<file path="config.mk">
export PLATFORM = sky130hd
export DESIGN_NAME = decim_chan_sched
export DESIGN_NICKNAME = d
export VERILOG_FILES = /design/src/rtl/decim_pkg.sv /design/src/rtl/rr_arbiter.sv /design/src/rtl/decim_chan_sched.sv
export SDC_FILE = /design/constraint.sdc
export NUM_CORES = 1
export LEC_CHECK = 0
export ABC_AREA = 1
export CORE_MARGIN = 10
export CORE_UTILIZATION = 45
export DETAILED_ROUTE_END_ITERATION = 8
export GPL_TIMING_DRIVEN = 0
export PLACE_DENSITY = 0.74
export SLEW_MARGIN = 20
export SYNTH_ARGS = -nofsm -noshare
export SYNTH_HDL_FRONTEND = slang
export SYNTH_SLANG_ARGS = --single-unit
</file>
<file path="constraint.sdc">
create_clock -name clk -period 3.05 [get_ports clk]
set_input_delay 0.61 -clock clk [delete_from_list [all_inputs] [get_ports clk]]
set_output_delay 0.61 -clock clk [all_outputs]
set_load 0.01 [all_outputs]
</file>
<file path="src/rtl/decim_pkg.sv">
// Default sizing shared by the channel scheduler and the decimate instances behind it.
package decim_pkg;

    localparam int unsigned DEF_NUM_CH          = 4;
    localparam int unsigned DEF_WIDTH           = 16;
    localparam int unsigned DEF_DECIMATE_FACTOR = 4;

endpackage

</file>
<file path="src/rtl/rr_arbiter.sv">
// Combinational round-robin pick: first requester at or after ptr, wrapping at NUM_CH.
module rr_arbiter #(
    parameter int unsigned NUM_CH = 4,
    parameter int unsigned IDX_W  = $clog2(NUM_CH)
) (
    input  logic [NUM_CH-1:0] req,
    input  logic [IDX_W-1:0]  ptr,
    output logic [NUM_CH-1:0] grant,
    output logic [IDX_W-1:0]  grant_idx,
    output logic              any_grant
);

    always_comb begin
        logic [IDX_W-1:0] idx;
        grant     = '0;
        grant_idx = '0;
        any_grant = 1'b0;
        idx       = '0;
        for (int unsigned i = 0; i < NUM_CH; i++) begin
            idx = IDX_W'((32'(ptr) + i) % NUM_CH);
            if (!any_grant && req[idx]) begin
                grant[idx] = 1'b1;
                grant_idx  = idx;
                any_grant  = 1'b1;
            end
        end
    end

endmodule

</file>
<file path="src/rtl/decim_chan_sched.sv">
// Time-shares one decimation datapath among NUM_CH streams: one-deep hold per channel,
// round-robin grant into a single output register, per-channel keep-phase tracking.
module decim_chan_sched
    import decim_pkg::*;
#(
    parameter int unsigned NUM_CH          = DEF_NUM_CH,
    parameter int unsigned WIDTH           = DEF_WIDTH,
    parameter int unsigned DECIMATE_FACTOR = DEF_DECIMATE_FACTOR,
    parameter int unsigned CH_W            = $clog2(NUM_CH)
) (
    input  logic                    clk,
    input  logic                    rst,
    input  logic [NUM_CH-1:0]       chan_en,
    input  logic [NUM_CH-1:0]       in_valid,
    input  logic [NUM_CH*WIDTH-1:0] in_data,
    output logic [NUM_CH-1:0]       in_ready,
    output logic                    dp_valid,
    input  logic                    dp_ready,
    output logic [WIDTH-1:0]        dp_data,
    output logic [CH_W-1:0]         dp_ch,
    output logic                    dp_keep
);

    localparam int unsigned     PH_W    = $clog2(DECIMATE_FACTOR);
    localparam logic [PH_W-1:0] PH_LAST = PH_W'(DECIMATE_FACTOR - 1);
    localparam logic [CH_W-1:0] CH_LAST = CH_W'(NUM_CH - 1);

    logic [NUM_CH-1:0] hold_valid_q;
    logic [WIDTH-1:0]  hold_data_q [NUM_CH];
    logic [PH_W-1:0]   phase_q     [NUM_CH];
    logic [CH_W-1:0]   ptr_q;

    logic [NUM_CH-1:0] req;
    logic [NUM_CH-1:0] grant;
    logic [CH_W-1:0]   grant_idx;
    logic              any_grant;
    logic              slot_free;
    logic              fire;

    // Ready depends only on registered hold state, never on dp_ready.
    assign in_ready  = chan_en & ~hold_valid_q & {NUM_CH{~rst}};
    assign req       = hold_valid_q & chan_en;
    assign slot_free = ~dp_valid | dp_ready;
    assign fire      = slot_free & any_grant;

    rr_arbiter #(
        .NUM_CH (NUM_CH),
        .IDX_W  (CH_W)
    ) u_arb (
        .req       (req),
        .ptr       (ptr_q),
        .grant     (grant),
        .grant_idx (grant_idx),
        .any_grant (any_grant)
    );

    always_ff @(posedge clk or posedge rst) begin
        if (rst) begin
            hold_valid_q <= '0;
            ptr_q        <= '0;
            for (int c = 0; c < int'(NUM_CH); c++) begin
                hold_data_q[c] <= '0;
                phase_q[c]     <= '0;
            end
        end else begin
            for (int c = 0; c < int'(NUM_CH); c++) begin
                if (!chan_en[c]) begin
                    // Disabling drops any held sample and restarts the decimation phase.
                    hold_valid_q[c] <= 1'b0;
                    phase_q[c]      <= '0;
                end else if (fire && grant[c]) begin
                    hold_valid_q[c] <= 1'b0;
                    phase_q[c]      <= (phase_q[c] == PH_LAST) ? '0 : phase_q[c] + 1'b1;
                end else if (in_valid[c] && in_ready[c]) begin
                    hold_valid_q[c] <= 1'b1;
                    hold_data_q[c]  <= in_data[c*WIDTH +: WIDTH];
                end
            end
            if (fire) begin
                ptr_q <= (grant_idx == CH_LAST) ? '0 : grant_idx + 1'b1;
            end
        end
    end

    always_ff @(posedge clk or posedge rst) begin
        if (rst) begin
            dp_valid <= 1'b0;
            dp_data  <= '0;
            dp_ch    <= '0;
            dp_keep  <= 1'b0;
        end else if (slot_free) begin
            if (any_grant) begin
                dp_valid <= 1'b1;
                dp_data  <= hold_data_q[grant_idx];
                dp_ch    <= grant_idx;
                dp_keep  <= (phase_q[grant_idx] == PH_LAST);
            end else begin
                // Payload fields keep their last value while the slot is empty.
                dp_valid <= 1'b0;
            end
        end
    end

endmodule

</file>
==> out/results.ini, run 1 <==
[hold_path]
min_path_type=reg -> reg
hold_path_startpoint=hold_data_q[41]
hold_end=hold_data_q[41]
holdPathStages=2

[sta]
fin_hold_ws_ns=0.475
relSlewSlack=0.557
min_period_over_period=0.957
fmax_ghz=0.343
worst_slack_ns=0.132
rsz0062_at_grt=no
slew_viol_final=0
worst_slew_pin_slew_ns=0.664
period_minus_slack_ns=2.92
skew_ns=0.00814
hold_viol=0
setup_viol=0
finalSetupTns_ns=0

[drt]
via_per_inst=5.22
ant_nets=0
wl_um=15300
drc=0
vias=4993
detail_route.wl_per_cell_um=16.0
dr.pass1.iters=5
drt_iter0_drc=503

[finish]
fin_nets=891
nFillCells=1079
final_cell_mix=nand2_1 (232), dfrtp_1 (97), clkdlybuf4s50_1 (97)
mostFrequentLayoutCell=nand2_1
diodes=0
syn_to_final_growth_pct=28.5
drive_gt1_frac=0.117
final_cells=957

[die]
die_area_um2=16900
core_um2=11900
start_util=0.457
rows=40
ios=99
die_w_um=130
die_h_um=130

[cts]
clkTransAtPathRegs_ns=0.06
clockBufferDepth=2
clock_latency_ns=0.34
post_cts_resized=0
post_cts_buffers=0
numCtsBuffers=9
cts.sinks=98
htree_levels=3
cts_hold_buf=0
cts-root-buf=clkbuf_16
cts_tree=yes

[flow_run]
max_cap_violations=0

[worst_setup_path]
worstSetupStartpoint=chan_en[1]
start_kind=primary input
crit_path_end_kind=primary output
regToRegEndpoint=dp_data[14]
path_class=in -> out
r2r_setup_slack_ns=0.32
arrival_ns=2.31
cp_data_required_time_ns=2.44
reg2reg_depth=13
timing.rr.start=ptr_q[1]
crit_path_max_fanout=10

[global_routing]
grt_max_degree=29
grt_pass1_wl_um=25200
antenna_found_initial=0
grt_use_total=0.186
grt_pass1_vias=5178
gr-total-overflow=0

[pwr]
leakagePower_nw=3.57
p_per_area_nw_per_um2=1040
pwr-share-comb=0.538
p_int_mw=3.99
p_switching_mw=3.25
seqPwrFrac=0.292
swShare=0.450
total_power_mw=7.24
peakVddDrop_v=0.000521
pwr-share-clk=0.170

[logic_synthesis]
synth_cell_types=32
synth_nets=780
synth_seq_cells=98
ys_seq_area_frac=0.451
syn_area_per_cell_um2=7.84
syn_inst=694
synthesis.area_um2=5440
yosys_warnings=0

[place]
numPortBuffers=97
dpl.hpwl_um=12100
dpl_worst_slack_ns=0.0833
dpl.cell_count=941
gp_congestion=0.912

[outcome]
run_status=finished clean

critical path, stage by stage:
cell	delay (ns)
clkdlybuf4s50_1	0.54
clkbuf_4	0.24
inv_1	0.09
nor3_1	0.23
clkdlybuf4s50_1	0.60
logic make-up (layout without fill, tap and decap cells):
| kind of cell | after synthesis | in the layout | synth area share |
|---|---|---|---|
| buffers and inverters | 118 | 234 | 0.101 |
| AOI/OAI and AO/OA | 48 | 48 | 0.0575 |
| DFF | 98 | 98 | 0.451 |
| and+or+nand+nor | 419 | 419 | 0.366 |
| adders and majority gates | 11 | 11 | 0.0253 |
metal layers:
layer  share of wire  GRT usage
met1            0.43      0.229
met3           0.070     0.0552
met2            0.48      0.309
met4           0.016     0.0522
met5               0          0
registers in the layout, indices dropped and copies added (netlist names):
| signal | flops |
|---|---|
| dp_data | 16 |
| phase_q | 8 |
| dp_ch | 2 |
| dp_keep | 1 |
| dp_valid | 1 |
| hold_data_q | 64 |
| hold_valid_q | 4 |
| ptr_q | 2 |
through the flow:
| stage | area [um^2] | utilization |
|---|---|---|
| floorplan | 5450 | - |
| finish | 6990 | 0.587 |
| global placement | 6600 | 0.554 |
| CTS | 6990 | 0.587 |
| detailed placement | 6670 | 0.560 |
| global route | 6990 | 0.587 |
cell usage after synthesis:
master,number,share of area
nand2_2,7,0.0080
buf_4,3,0.0041
nor2_8,2,0.0074
inv_2,3,0.0021
inv_4,2,0.0023
a21oi_1,8,0.0074
o21ai_0,2,0.0018
dfrtp_1,98,0.45
o21ai_2,16,0.026
nand3b_1,3,0.0041
clkbuf_1,3,0.0021
ha_1,11,0.025
o21bai_1,1,0.0014
buf_2,18,0.017
o21ai_1,17,0.016
nand3_2,6,0.011
nand2_4,4,0.0083
and2_1,4,0.0046
nand3_4,3,0.0097
inv_1,79,0.054
or2_0,2,0.0023
nand4_1,33,0.038
buf_1,1,0.00069
nand3_1,82,0.075
o211ai_1,4,0.0055
or2_1,6,0.0069
nand2_1,232,0.16
nor2_1,26,0.018
nand4_2,1,0.0023
nor3_1,6,0.0055
buf_6,9,0.019
nor2_4,2,0.0041
layout make-up:
cell class | instances | area [um^2] | area share
Sequential cell | 98 | 2450 | 0.351
Multi-Input combinational cell | 478 | 2440 | 0.349
Timing Repair Buffer | 100 | 1040 | 0.149
Inverter | 84 | 324 | 0.0463
Clock buffer | 12 | 246 | 0.0353
Buffer | 34 | 231 | 0.0331
Tap cell | 147 | 184 | 0.0263
Clock inverter | 4 | 73.8 | 0.0106
power by group through the flow:
stage / Clock (mW) / Sequential (mW) / Combinational (mW)
floorplan: 0 / 2.08 / 2.67
global placement: 0 / 2.11 / 3.76
detailed placement: 0 / 2.13 / 3.86
CTS: 1.24 / 2.11 / 3.89
global route: 1.29 / 2.16 / 4.37
finish: 1.23 / 2.11 / 3.90
worst max-delay path by stage:
stage                                  to
after floorplan               dp_data[15]
after CTS                     in_ready[1]
after global routing          in_ready[1]
final                         in_ready[1]
after global placement    hold_data_q[30]
after detailed placement      in_ready[1]
No activity file was read; power rests on OpenSTA's default activity.
==> inputs of run 2 (changes only) <==
--- a/config.mk
+++ b/config.mk
@@ -6,11 +6,14 @@
 export NUM_CORES = 1
 export LEC_CHECK = 0
 export ABC_AREA = 1
+export CAP_MARGIN = 20
+export CELL_PAD_IN_SITES_DETAIL_PLACEMENT = 0
+export CELL_PAD_IN_SITES_GLOBAL_PLACEMENT = 2
 export CORE_MARGIN = 10
-export CORE_UTILIZATION = 45
+export CORE_UTILIZATION = 28
 export DETAILED_ROUTE_END_ITERATION = 8
 export GPL_TIMING_DRIVEN = 0
-export PLACE_DENSITY = 0.74
+export PLACE_DENSITY = 0.79
 export SLEW_MARGIN = 20
 export SYNTH_ARGS = -nofsm -noshare
 export SYNTH_HDL_FRONTEND = slang
==> run 2 against run 1 <==
Net effect: sequential power barely moved; fmax grew 0.92%; largest cell class unchanged; non-clock buffer count is the same; cell area grew 2.0%.
==> out/results.ini, run 2 (synthesized netlist as in run 1, its figures left out) <==
[outcome]
run_status=finished clean

[finish]
nFillCells=1984
regMostFlops=hold_data_q
largest_reg_flops=64
syn_to_final_growth_pct=31.1
final_cell_mix=nand2_1 (232), dfrtp_1 (97), clkdlybuf4s50_1 (97)
fin_nets=891
final_cells=1069
mostFrequentLayoutCell=nand2_1
top_regs=hold_data_q x64, dp_data x16, phase_q x8
diodes=0
drive_gt1_frac=0.117

[cts]
clkTransAtPathRegs_ns=0.07
cts_hold_buf=0
numCtsBuffers=9
cts-root-buf=clkbuf_16
htree_levels=3
cts_tree=yes
cts.sinks=98
clock_latency_ns=0.35
clockBufferDepth=2

[drt]
dr.pass1.iters=5
detail_route.wl_per_cell_um=15.8
wl_um=16900
drt_iter0_drc=285
vias=4846
ant_nets=0
drc=0
via_per_inst=4.53

[place]
dpl_worst_slack_ns=0.0736
numPortBuffers=97
dpl.cell_count=1054
gp_congestion=0.799
dpl.hpwl_um=13600

[pwr]
peakVddDrop_v=0.000403
total_power_mw=7.28
p_per_area_nw_per_um2=1020
leakagePower_nw=3.57

[die]
start_util=0.288
rows=50
die_area_um2=25400
core_um2=18900
ios=99
die_h_um=159
die_w_um=159

[sta]
setup_viol=0
skew_ns=0.00776
period_minus_slack_ns=2.89
rsz0062_at_grt=no
finalSetupTns_ns=0
worst_slack_ns=0.159
hold_viol=0
relSlewSlack=0.613
worst_slew_pin_slew_ns=0.580
fmax_ghz=0.346
slew_viol_final=0
min_period_over_period=0.948

[hold_path]
min_path_type=reg -> reg

[global_routing]
grt_use_total=0.135
antenna_found_initial=0
gr-total-overflow=0
grt_max_degree=33
grt_pass1_wl_um=27700
grt_pass1_vias=5055

[worst_setup_path]
cp_data_required_time_ns=2.44
start_kind=primary input
crit_path_end_kind=primary output
path_class=in -> out
crit_path_max_fanout=10
arrival_ns=2.28

[flow_run]
max_cap_violations=0

[run 2: worst paths after layout]
path | cells after the start | slack [ns] | endpoint | from
worst max register to register | 13 | 0.29 | dp_data[13] | ptr_q[1]
worst min-delay path | 2 | 0.47 | hold_data_q[40] | hold_data_q[40]
max in group asynchronous | 4 | 1.43 | dp_data[13] | rst
worst min register to register | 2 | 0.47 | hold_data_q[40] | hold_data_q[40]
worst max-delay path | 5 | 0.16 | in_ready[1] | chan_en[1]
min in group asynchronous | 2 | 0.92 | phase_q[7] | rst
[run 2: stage by stage]
step	cell area (um^2)	utilization	hold WS (ns)
2_1_floorplan	5450	-	0.442
3_3_place_gp	6740	0.357	0.455
3_5_place_dp	6810	0.360	0.459
4_1_cts	7130	0.377	0.475
5_1_grt	7130	0.377	0.498
6_report	7130	0.377	0.475
[run 2: area by class of cell]
cell class / instances / area, um^2 / share of cell area
clock inverters: 4 / 76.3 / 0.0107
plain buffers: 34 / 231 / 0.0325
flip-flops and latches: 98 / 2450 / 0.344
multi-input cells: 478 / 2440 / 0.342
clock buffers: 11 / 243 / 0.0340
repair buffers: 100 / 1040 / 0.146
inverters: 84 / 324 / 0.0454
well taps: 260 / 325 / 0.0456
[run 2: timing repair]
item,4_1_cts,5_1_grt
buffers inserted,0,0
endpoints found under the setup margin,0,11
gates resized for setup,0,2
[run 2: per-layer routing]
| metal | wire [um] | GRT usage | up-vias |
|---|---|---|---|
| met2 | 7830 | 0.213 | 133 |
| met3 | 800 | 0.0310 | 13 |
| li1 | - | - | 2436 |
| met1 | 8130 | 0.183 | 2264 |
| met5 | 0 | 0 | - |
| met4 | 180 | 0.0324 | 0 |
[run 2: worst max-delay path: stages]
cell and delay [ns]:
clkdlybuf4s50_1 0.53, clkbuf_4 0.24, inv_1 0.08, nor3_1 0.21, clkdlybuf4s50_1 0.61
[run 2: where the power goes]
group	switching (mW)	total (mW)	leakage (nW)	internal, mW
Clock	0.489	1.23	0.152	0.738
Sequential	0.316	2.11	1.23	1.79
Combinational	2.49	3.95	2.18	1.45
Total	3.30	7.28	3.57	3.98
==> inputs of run 3 (changes only) <==
--- a/config.mk
+++ b/config.mk
@@ -9,7 +9,7 @@
 export CAP_MARGIN = 20
 export CELL_PAD_IN_SITES_DETAIL_PLACEMENT = 0
 export CELL_PAD_IN_SITES_GLOBAL_PLACEMENT = 2
-export CORE_MARGIN = 10
+export CORE_MARGIN = 1
 export CORE_UTILIZATION = 28
 export DETAILED_ROUTE_END_ITERATION = 8
 export GPL_TIMING_DRIVEN = 0
==> run 3 against run 2 <==
Net effect: final cell count barely moved; largest power group unchanged; critical path depth stayed put; hold slack got worse by 0.0032 ns; non-clock buffer count unchanged; critical endpoint unchanged; largest cell class unchanged; cell area barely moved; global-route usage grew 3.4 points; register-to-register slack hardly changed; flip-flop and latch count is the same; critical path type unchanged.
==> out/results.ini, run 3 (synthesized netlist as in run 1, its figures left out) <==
[cts]
post_cts_buffers=0
cts_tree=yes
clockBufferDepth=2
clkTransAtPathRegs_ns=0.07
cts_hold_buf=0
cts-root-buf=clkbuf_16
numCtsBuffers=9
htree_levels=3
cts.sinks=98
clock_latency_ns=0.35
post_cts_resized=0

[finish]
drive_gt1_frac=0.120
utilization=0.377
post-route-cell-area_um2=7130
fin_nets=891
final_cells=1070
regMostFlops=hold_data_q
largest_reg_flops=64
mostFrequentLayoutCell=nand2_1
top_regs=hold_data_q x64, dp_data x16, phase_q x8
nFillCells=2012
final_cell_mix=nand2_1 (232), dfrtp_1 (97), clkdlybuf4s50_1 (97)
syn_to_final_growth_pct=31.0
diodes=0

[sta]
rsz0062_at_grt=no
min_period_over_period=0.964
setup_viol=0
worst_slew_pin_slew_ns=0.540
period_minus_slack_ns=2.94
hold_viol=0
relSlewSlack=0.639
fmax_ghz=0.340
slew_viol_final=0
skew_ns=0.0119
finalSetupTns_ns=0

[pwr]
p_int_mw=3.98
p_per_area_nw_per_um2=1020
total_power_mw=7.30
leakagePower_nw=3.56
swShare=0.455
seqPwrFrac=0.289
pwr-share-comb=0.540
peakVddDrop_v=0.000430
p_switching_mw=3.32
pwr-share-clk=0.172

[drt]
detail_route.wl_per_cell_um=15.1
dr.pass1.iters=6
ant_nets=0
top_layer_used=met4
via_per_inst=4.49
wl_met2_um=7320
drt_iter0_drc=340
wl_um=16100
vias=4801
met1_length_um=7950
dr_wl_met3_um=725
drc=0

[global_routing]
grt_max_degree=30
gr-total-overflow=0
grt_pass1_vias=4719
grt_pass1_wl_um=25800
antenna_found_initial=0
grt_use_total=0.169

[die]
rows=50
ios=99
start_util=0.288
die_area_um2=20000
core_um2=18900
die_w_um=141
die_h_um=141

[worst_setup_path]
crit_path_end_kind=primary output
start_kind=primary input
cp_data_required_time_ns=2.44
path_class=in -> out
arrival_ns=2.33
crit_path_max_fanout=10

[place]
placed_area_um2=6800
gp_congestion=0.822
dpl.hpwl_um=12800
dpl.cell_count=1054
numPortBuffers=97

[outcome]
run_status=finished clean

[flow_run]
max_cap_violations=0

[hold_path]
min_path_type=reg -> reg

## run 3: cell types whose count changed in the layout (fill, tap and decap cells not counted), sizes merged
cell / change
buf: +1
clkbuf: -2
clkinvlp: +1
inv: +1
## run 3: through the flow
stage | hold slack [ns] | setup WS [ns]
finish | 0.472 | 0.108
global route | 0.498 | 0.00490
CTS | 0.476 | 0.0477
detailed placement | 0.459 | 0.0496
global placement | 0.454 | -0.0434
floorplan | 0.442 | 0.814
## run 3: layer usage
metal / GRT usage / up-vias
met1: 0.242 / 2242
met2: 0.267 / 100
met4: 0.0441 / 0
met5: 0 / -
met3: 0.0243 / 10
li1: - / 2449
## run 3: worst paths after layout
path / start / to / slack, ns / depth (start not counted)
setup / recovery: chan_en[1] / in_ready[1] / 0.11 / 5
hold / removal: hold_data_q[58] / hold_data_q[58] / 0.47 / 2
setup reg to reg: ptr_q[1] / dp_data[14] / 0.28 / 13
hold reg to reg: hold_data_q[58] / hold_data_q[58] / 0.47 / 2
max in group asynchronous: rst / hold_data_q[8] / 1.21 / 5
min in group asynchronous: rst / phase_q[7] / 0.91 / 2
## run 3: power groups by stage
stage	logic (mW)	registers [mW]	clock network (mW)
2_1_floorplan	2.67	2.08	0
3_3_place_gp	3.96	2.12	0
3_5_place_dp	4.00	2.13	0
4_1_cts	4.02	2.11	1.28
5_1_grt	4.45	2.17	1.32
6_report	3.94	2.11	1.25
## run 3: layout make-up
cell class / count / area [um^2] / area share
Clock inverter: 6 / 88.8 / 0.0125
Clock buffer: 10 / 239 / 0.0335
Timing Repair Buffer: 100 / 1030 / 0.145
Tap cell: 260 / 325 / 0.0456
Buffer: 34 / 229 / 0.0321
Inverter: 84 / 324 / 0.0454
Sequential cell: 98 / 2450 / 0.344
Multi-Input combinational cell: 478 / 2440 / 0.342
## run 3: critical path, stage by stage
cell and delay [ns]:
clkdlybuf4s50_1 0.55, buf_2 0.27, inv_1 0.11, nor3_1 0.21, clkdlybuf4s50_1 0.58
